[src/rtl/async_queue_pkg.sv]
// Shared constants, D-channel payload layout and Gray helper for the async queue.
// Every field offset is an LSB position inside the packed beat.
package async_queue_pkg;

    localparam int DEPTH_DEF = 8;
    localparam int WIDTH_DEF = 44;
    localparam int SYNC_DEF  = 3;

    localparam int CORRUPT_LSB = 0;
    localparam int DENIED_LSB  = 1;
    localparam int DATA_LSB    = 2;
    localparam int SOURCE_LSB  = 34;
    localparam int SIZE_LSB    = 36;
    localparam int PARAM_LSB   = 39;
    localparam int OPCODE_LSB  = 41;

    typedef struct packed {
        logic [2:0]  opcode;
        logic [1:0]  param;
        logic [2:0]  size;
        logic [1:0]  source;
        logic [31:0] data;
        logic        denied;
        logic        corrupt;
    } d_beat_t;

    function automatic logic [31:0] bin2gray(input logic [31:0] bin);
        return bin ^ (bin >> 1);
    endfunction

endpackage

[src/rtl/async_sync_chain.sv]
// Multi-flop synchronizer for a Gray-coded index; all stages clear to zero on reset.
module async_sync_chain
    import async_queue_pkg::*;
#(
    parameter int WIDTH  = 4,
    parameter int STAGES = SYNC_DEF
) (
    input  logic             clock,
    input  logic             reset_n,
    input  logic [WIDTH-1:0] d,
    output logic [WIDTH-1:0] q
);

    logic [STAGES-1:0][WIDTH-1:0] stage;

    always_ff @(posedge clock) begin
        if (!reset_n) begin
            stage <= '0;
        end else begin
            stage[0] <= d;
            for (int i = 1; i < STAGES; i++) begin
                stage[i] <= stage[i-1];
            end
        end
    end

    assign q = stage[STAGES-1];

endmodule

[src/rtl/async_queue_source_d8.sv]
// Source (write) side of a Gray-indexed asynchronous crossing queue.
// Entries live in plain flops so the sink domain can read them at any time.
module async_queue_source_d8
    import async_queue_pkg::*;
#(
    parameter int DEPTH = DEPTH_DEF,
    parameter int WIDTH = WIDTH_DEF,
    parameter int SYNC  = SYNC_DEF
) (
    input  logic                     clock,
    input  logic                     reset_n,
    input  logic                     enq_valid,
    output logic                     enq_ready,
    input  logic [WIDTH-1:0]         enq_bits,
    output logic [DEPTH*WIDTH-1:0]   mem,
    output logic [$clog2(DEPTH):0]   widx,
    input  logic [$clog2(DEPTH):0]   ridx
);

    localparam int AW = $clog2(DEPTH);
    localparam int IW = AW + 1;
    // Full when the write index is exactly one lap ahead: Gray MSB pair inverted.
    localparam logic [IW-1:0] FULL_MASK = IW'(3) << (IW - 2);

    logic [IW-1:0]                wbin;
    logic [IW-1:0]                wbin_next;
    logic [IW-1:0]                ridx_s;
    logic [DEPTH-1:0][WIDTH-1:0]  store;
    logic                         full;
    logic                         fire;

    async_sync_chain #(
        .WIDTH  (IW),
        .STAGES (SYNC)
    ) u_ridx_sync (
        .clock   (clock),
        .reset_n (reset_n),
        .d       (ridx),
        .q       (ridx_s)
    );

    assign full      = (widx == (ridx_s ^ FULL_MASK));
    assign enq_ready = !full;
    assign fire      = enq_valid && enq_ready;
    assign wbin_next = wbin + IW'(1);

    always_ff @(posedge clock) begin
        if (!reset_n) begin
            wbin <= '0;
            widx <= '0;
        end else if (fire) begin
            wbin <= wbin_next;
            widx <= IW'(bin2gray(32'(wbin_next)));
        end
    end

    // NOTE: storage has no reset; only the indices define which entries are valid.
    always_ff @(posedge clock) begin
        if (reset_n && fire) begin
            store[wbin[AW-1:0]] <= enq_bits;
        end
    end

    assign mem = store;

endmodule

[config.mk]
export PLATFORM = sky130hd
export DESIGN_NAME = async_queue_source_d8
export DESIGN_NICKNAME = d
export VERILOG_FILES = /design/src/rtl/async_queue_pkg.sv /design/src/rtl/async_sync_chain.sv /design/src/rtl/async_queue_source_d8.sv
export SDC_FILE = /design/constraint.sdc
export NUM_CORES = 1
export LEC_CHECK = 0
export ABC_AREA = 1
export CORE_AREA = 2 2 158 160
export DETAILED_ROUTE_END_ITERATION = 7
export DIE_AREA = 0 0 160 162
export PLACE_DENSITY = 0.95
export SYNTH_ARGS = -nofsm -noshare
export SYNTH_HDL_FRONTEND = slang
export SYNTH_SLANG_ARGS = --single-unit
[constraint.sdc]
create_clock -name clock -period 8.26 [get_ports clock]
set_clock_uncertainty 0.2 [all_clocks]
set_input_delay 1.239 -clock clock [delete_from_list [all_inputs] [get_ports clock]]
set_output_delay 1.239 -clock clock [all_outputs]
set_load 0.02 [all_outputs]
# Word-level counts from Yosys, hierarchy flattened
# Index checks and enable logic that the tools add are counted.
[totals]
wordCells = 26
input_bits = 51
regBits = 372
[op_classes]
bitwise_logic = 2
n_mux = 3
n_addsub = 1
n_reduce_logical = 4
n_eq_ne = 1
order_cmp = 2
[op_table]
columns = ["operator", "count"]
rows = [
  ["352-bit bitwise mux", 1],
  ["44-bit demux with 3-bit select", 1],
  ["44-bit two-way mux", 1],
  ["4-bit by 1-bit adder with 4-bit output (second input constant)", 1],
  ["4-bit == test", 1],
  ["3-bit by 4-bit < comparator with 1-bit output (second input constant)", 1],
  ["4-bit by 3-bit bitwise XOR with 4-bit output", 1],
  ["3-bit by 1-bit greater-or-equal comparator with 1-bit output (second input constant)", 1],
  ["1-bit logical AND", 3],
  ["2-bit inverter", 1],
  ["1-bit logical NOT", 1],
]

# Depth between registers and ports, before layout
[logic_depth]
word_depth = 5
depth_mapped = 9

# Cells and area by module
# Synthesis repeated with hierarchy kept, for this count alone.
[hier_totals]
hier_cells = 492
area_unflattened_um2 = 11516.0
[modules_own_cells]
columns = ["module", "cells_per_inst", "seq_area_each_um2", "area_per_inst_um2", "instances"]
rows = [
  ["async_queue_source_d8", 451, 10710.3, 11144.4, 1],
  ["async_sync_chain", 41, 240.2, 371.6, 1],
]

# Worst setup path after synthesis
# Ideal clock, no wire load.
[synth_path]
kind = "input to register"
start = "input enq_valid"
end = "register store, in the netlist mem[264], enable pin"
n_path_buf = 1
t_required_ns = 7.615
setup_slack_ns = 4.124
t_arrival_ns = 3.491
setup_ns = 0.445
cell_stages = 5
path_cell_list = "buf_2 -> nand2_4 -> inv_4 -> nand2_1 -> nor2_1"
[synth_between]
elab_chain_cells = 2
[synth_rtl]
columns = ["element", "line_no", "text"]
rows = [
  ["start, declared", "async_queue_source_d8.sv:12", "input logic enq_valid,"],
  ["1-bit logical AND", "async_queue_source_d8.sv:44", "assign fire = enq_valid && enq_ready;"],
  ["1-bit logical AND", "async_queue_source_d8.sv:59", "if (reset_n && fire) begin"],
  ["end signal, assigned by index", "async_queue_source_d8.sv:60", "store[wbin[AW-1:0]] <= enq_bits;"],
  ["end, declared", "async_queue_source_d8.sv:28", "logic [DEPTH-1:0][WIDTH-1:0] store;"],
]
# No other way between the ends.
# A chain may end at the register's enable or synchronous reset.

# Worst setup path after layout
[layout_path]
start = "input reset_n"
end = "register store, in the netlist mem[251], enable pin"
[layout_between]
elab_chain_cells = 1
[layout_rtl]
columns = ["element", "line_no", "text"]
rows = [
  ["start, declared", "async_queue_source_d8.sv:11", "input logic reset_n,"],
  ["1-bit logical AND", "async_queue_source_d8.sv:59", ""],
]
# No other way between the ends.

==> results.py <==
metrics = {
    "run_status": {
        "status": "finished, final reports clean",
    },
    "global_route": {
        "grt_overflow": 0,
        "grt_pass1_wl_um": 45310,
        "track_usage": 0.2413,
        "grt_pass1_vias": 6448,
        "grt_start_max_net_pins": 45,
        "antenna_found_initial": 0,
    },
    "sta": {
        "max_slew_margin": 0.4128,
        "min_period_over_period": 0.4588,
        "maxSlewViolCount": 0,
        "setup_ws_ns": 4.470,
        "fin_crit_ns": 3.790,
        "hold_violations": 0,
        "rsz0062_at_grt": "false",
        "tightest_slew_ns": 0.8788,
        "fin_setup_tns_ns": 0,
        "setup_viol": 0,
        "fmax_ghz": 0.2639,
        "worst_hold_slack_ns": 0.2166,
    },
    "clocking": {
        "cts.clk_slew.worst_paths_ns": 0.06,
        "cts_setup_buffers": 0,
        "cts_buffers": 36,
        "numClockSinks": 371,
        "clk_path_buf_depth": 3,
        "htree_levels": 2,
        "cts_tree": "built",
        "cts_root_buffer": "clkbuf_16",
        "post_cts_resized": 0,
        "insertion_delay_ns": 0.50,
        "ctsHoldBuffers": 0,
    },
    "yosys": {
        "ys_seq_elements": 371,
        "ys.flop_type": "edfxtp_1",
        "synth_edf_count": 352,
        "yosys.cell_count.top_type": "edfxtp_1",
        "synth_area_um2": 11470,
        "synth_warnings": 0,
        "synth_cells": 488,
        "synth_area_per_cell_um2": 23.51,
        "synth_top_area_share": 0.9215,
        "synth.distinct_cells": 19,
        "syn_nets": 540,
        "yosysTopAreaCell": "edfxtp_1",
        "synth.area.top_cells": "edfxtp_1, dfxtp_1, nand2_1",
        "async_reset_ff_frac": 0,
        "yosysSeqAreaShare": 0.9546,
        "netlist_top_cells_count": "edfxtp_1, nand2_1, inv_1",
    },
    "layout": {
        "fillCellCount": 1420,
        "num_antenna_cells": 0,
        "nets": 988,
        "syn2layout_area_growth_pct": 50.53,
        "multiInputGateArea_um2": 454.2,
        "layout-drive-gt1-share": 0.08506,
        "ff_latch_area_um2": 10950,
        "final_core_util": 0.7163,
    },
    "setup_path": {
        "required_ns": 8.23,
        "r2r_start": "widx[3]",
        "crit_path_start_kind": "input port",
        "rr_endpoint": "mem[272]",
        "crit_fanout": 23,
        "reg2reg_slack_ns": 5.46,
        "reg2reg_depth": 10,
        "critPathLaunch": "reset_n",
        "arrival_ns": 3.76,
        "critPathCaptureType": "flip-flop",
        "path_class": "in2reg",
    },
    "drt": {
        "routedWlPerCell_um": 24.90,
        "num_vias": 6426,
        "routed_wirelength_um": 32070,
        "drtIter0Drc": 521,
        "drtPass1Iterations": 5,
        "postRouteAntennaNets": 0,
        "vias_per_cell": 4.989,
        "route.detailed.drc": 0,
    },
    "job": {
        "cap_violations": 0,
    },
    "die": {
        "die_w_um": 160,
        "ios": 408,
        "coreArea_um2": 24110,
        "dieArea_um2": 25920,
        "rows": 57,
        "die_height_um": 162,
        "initial_core_util": 0.4759,
    },
    "power": {
        "p_leak_nw": 5.922,
        "p_seq_frac": 0.529,
        "ir_worst_vdd_mv": 0.1464,
        "switchingPower_w": 0.0008149,
        "power_density_nw_per_um2": 230.8,
        "p_sw_frac": 0.2045,
        "p_int_w": 0.003170,
        "p_comb_frac": 0.048,
        "total_power_w": 0.003985,
        "pwr-share-clk": 0.423,
    },
    "place": {
        "dp_hpwl_um": 20650,
        "dp_slack_ns": 3.910,
        "port_buffers": 407,
        "gp_congestion": 0.8405,
    },
    "min_path": {
        "hp-class": "reg2reg",
        "whs_path_depth": 2,
        "worstHoldEndpoint": "u_ridx_sync.q[2]",
        "min_from": "u_ridx_sync.stage[6]",
    },
}
-- cell type report --
class	count	area share
Inverter	26	0.005797
Multi-Input combinational cell	86	0.02630
Clock buffer	44	0.05630
Sequential cell	371	0.6342
Clock inverter	22	0.01456
Timing Repair Buffer	415	0.2394
Tap cell	324	0.02348
-- routing by layer --
layer	track usage	part of all wire	vias up
met2	0.4347	0.54	401
met3	0.05848	0.081	70
met1	0.2883	0.35	3210
met5	0	0	-
li1	-	-	2745
met4	0.07740	0.029	0
-- layout by cell type (no fill, tap or decap), types with 3 or more instances in the layout --
cell type and instances:
inv_1 25, nor2_1 12, clkbuf_1 5, nand2_1 41, dfxtp_1 19, clkdlybuf4s50_1 407
nand3_1 12, clkinv_1 3, buf_4 8, nor2_2 3, nor2_4 8, clkinv_2 8
inv_6 3, clkbuf_16 37, edfxtp_1 352, bufinv_16 5
-- state kept, by name (all words and copies together) (netlist names) --
name and flops:
mem 352, u_ridx_sync.stage 8, wbin 3, widx 4, u_ridx_sync.q 4
-- kinds of logic after synthesis --
group | count (synthesis) | synth area share
XOR/XNOR | 2 | 0.001527
AND/OR/NAND/NOR | 82 | 0.03131
buffers and inverters | 31 | 0.01102
flip-flops | 371 | 0.9546
AO/OA/AOI/OAI | 1 | 0.0004359
adder cells (fa/ha/maj) | 1 | 0.001091
-- through the flow --
stage,area [um2],std cells
after floorplan,11470,488
after CTS,17270,1288
after global placement,16040,1222
final,17270,1288
after detailed placement,16040,1222
after global routing,17270,1288
-- power groups by stage --
stage	Sequential [W]	Clock (W)	Combinational, W
6_report	0.00211	0.00169	0.000190
3_5_place_dp	0.00215	0	0.000188
2_1_floorplan	0.00218	0	0.0000367
3_3_place_gp	0.00215	0	0.000181
4_1_cts	0.00211	0.00171	0.000191
5_1_grt	0.00211	0.00178	0.000200
-- worst max-delay path by stage --
stage / depth (start not counted) / slack (ns) / to
after floorplan: 5 / 4.12 / mem[264]
after global placement: 4 / 4.06 / mem[158]
final: 4 / 4.47 / mem[251]
after detailed placement: 4 / 3.91 / mem[255]
after CTS: 4 / 4.42 / mem[251]
after global routing: 4 / 4.26 / mem[251]
-- critical path, stage by stage --
cell and delay (ns):
clkdlybuf4s50_1 0.95, nand3_1 0.32, nor2_4 0.77, buf_4 0.46
No activity file was read; power rests on OpenSTA's default activity.
==> variant (config.mk and constraints unchanged) <==
Change the package constant `WIDTH_DEF` from 44 to 48.
--- a/src/rtl/async_queue_pkg.sv
+++ b/src/rtl/async_queue_pkg.sv
@@ -3,7 +3,7 @@
 package async_queue_pkg;
 
     localparam int DEPTH_DEF = 8;
-    localparam int WIDTH_DEF = 44;
+    localparam int WIDTH_DEF = 48;
     localparam int SYNC_DEF  = 3;
 
     localparam int CORRUPT_LSB = 0;
Ports: changed (resized enq_bits and mem); port bits go from 408 to 444. The function was not compared with the original's and may differ.
==> variant against the unedited design <==
Setup slack got worse by 0.24 ns. Synthesized area increased by 8.6%. Sequential power increased by 9%. Power increased by 4.1%. Synthesized cell count increased by 6.8%. Via count increased by 10%. Final area increased by 7.4%. Routed wire length increased by 15%. First-iteration DRC count increased by 26%. Sequential cell count increased by 32.
==> variant: results (changes against the unedited design) <==
The global placer's final weighted congestion was 0.852 (was 0.841). Outcome: finished clean (unchanged). The destination of the worst hold path is u_ridx_sync.q[0] (was u_ridx_sync.q[2]).

The number of buffers created by CTS is 38 (was 36). The reg-to-reg setup timing slack was 5.24 ns (was 5.46 ns). The number of instances in the placed design came out at 1,292 (was 1,222).

The number of buffers other than clock buffers in the final layout is 453 (was 415). The arithmetic-cell share of the synthesized area counting full adders, half adders and majority gates is 0.00100 (was 0.00109). The number of global-route vias before repair came out at 7,349 (was 6,448). The number of design-rule violations left by the first detailed-router iteration is 658 (was 521). The distinct cell type count after synthesis is 21 (was 19). The measured slew at the worst slew-check pin is 0.977 ns (was 0.879 ns). The number of inserted filler cells in the final layout is 1,294 (was 1,420). Leading cell types by count after synthesis: edfxtp_1, nand2_1, inv_1 (unchanged). The arrival time of data at the critical path endpoint is 3.98 ns (was 3.76 ns). The number of multi-input combinational cells in the layout is 86 (unchanged). The dominant register cell in the synthesized netlist is edfxtp_1 (unchanged). The synthesis-stage register bit count is 403 (was 371). The net count after synthesis is 577 (was 540). The peak supply drop came to 197 uV (was 146 uV). The number of vias in the routed layout is 7,098 (was 6,426).

The sequential cell area was 0.0119 mm^2 (was 0.0110 mm^2). The wire length of the first global-routing pass came out at 52,300 um (was 45,300 um). The maximum fanout encountered on the critical timing path was 26 (was 23). The multi-input logic area came out at 469 um^2 (was 454 um^2). The layout inverter count without the clock tree was 26 (unchanged). The leakage power summed over all cells is 0.00632 uW (was 0.00592 uW). The pin count of the biggest net entering global routing came out at 49 (was 45).

The proportion of final cell area spent on non-clock buffers came to 0.243 (was 0.239). The area fraction in compound gates after synthesis came to 0.000402 (was 0.000436). The final net count is 1,064 (was 988). The clock tree cell share of total cell area is 0.0624 (was 0.0709).

The number of cells on the worst reg-to-reg path is 7 (was 10). The average via count per standard cell came out at 5.24 (was 4.99). The clock buffer count in the final layout is 45 (was 44).

The area share of xor/xnor cells in the synthesized design is 0.00141 (was 0.00153). The detailed-placement wirelength estimate is 23,900 um (was 20,600 um). Cells taking the most area after synthesis: edfxtp_1, dfxtp_1, nand2_1 (unchanged). The flip-flop count of the largest register after layout came out at 384 (was 352). The per-cell routed wire length came out at 27.1 um (was 24.9 um). The number of flops mapped to enable cells by yosys came out at 384 (was 352). The post-synthesis area per instance is 23.9 um^2 (was 23.5 um^2). The placement-stage worst setup slack came out at 3.69 ns (was 3.91 ns). The fraction of the yosys area taken by sequential cells came out at 0.956 (was 0.955). The share of cells above drive strength 1 is 0.0748 (was 0.0851). The area of the mapped netlist came out at 0.0125 mm^2 (was 0.0115 mm^2). The endpoint of the lowest-slack register-to-register path is mem[193] (was mem[272]). The launch instance of the worst min-delay path is u_ridx_sync.stage[4] (was u_ridx_sync.stage[6]).
-- variant: cell count changes after synthesis, sizes merged --
| cell | change |
|---|---|
| buf | +1 |
| edfxtp | +32 |
| nand2 | +2 |
| nand3 | -1 |
| nand4 | +1 |
| nor2 | -4 |
| nor3 | +2 |
-- variant: how the worst max path moves through the flow --
stage	start	to	slack, ns	cells after the start
global route	reset_n	mem[118]	4.13	4
global placement	reset_n	mem[106]	3.88	4
floorplan	enq_valid	mem[0]	2.75	3
detailed placement	reset_n	mem[235]	3.69	4
finish	reset_n	mem[193]	4.23	4
CTS	reset_n	mem[193]	4.24	4
-- variant: kinds of logic (layout without fill, tap and decap cells) --
| group | count (synthesis) | count (layout) |
|---|---|---|
| XOR/XNOR | 2 | 2 |
| AND/OR/NAND/NOR | 82 | 82 |
| buffers and inverters | 32 | 541 |
| AO/OA/AOI/OAI | 1 | 1 |
| flip-flops | 403 | 403 |
| adder cells (fa/ha/maj) | 1 | 1 |
-- variant: report_power, final --
group / internal, uW / leakage (uW) / switching (uW) / total [uW]
clock: 928 / 0.000561 / 719 / 1650
sequential: 2280 / 0.00363 / 16.8 / 2290
combinational: 80.0 / 0.00214 / 128 / 208
total: 3280 / 0.00632 / 864 / 4150
-- variant: worst max-delay path: stages --
cell,delay [ns]
clkdlybuf4s50_1,0.96
nand4_1,0.47
nor2_4,0.76
buf_4,0.52
-- variant: stage by stage --
step	hold slack [ns]	total power (uW)	area, um^2
detailed placement	0.204	2540	17400
global route	0.230	4250	18600
floorplan	0.190	2410	12500
finish	0.217	4150	18600
CTS	0.218	4170	18600
global placement	0.194	2530	17400
-- variant: per-layer routing --
layer,share of wire,vias to the layer above,track usage
met3,0.077,89,0.0577
li1,-,2952,-
met5,0,-,0
met4,0.038,0,0.112
met1,0.34,3583,0.328
met2,0.54,474,0.509
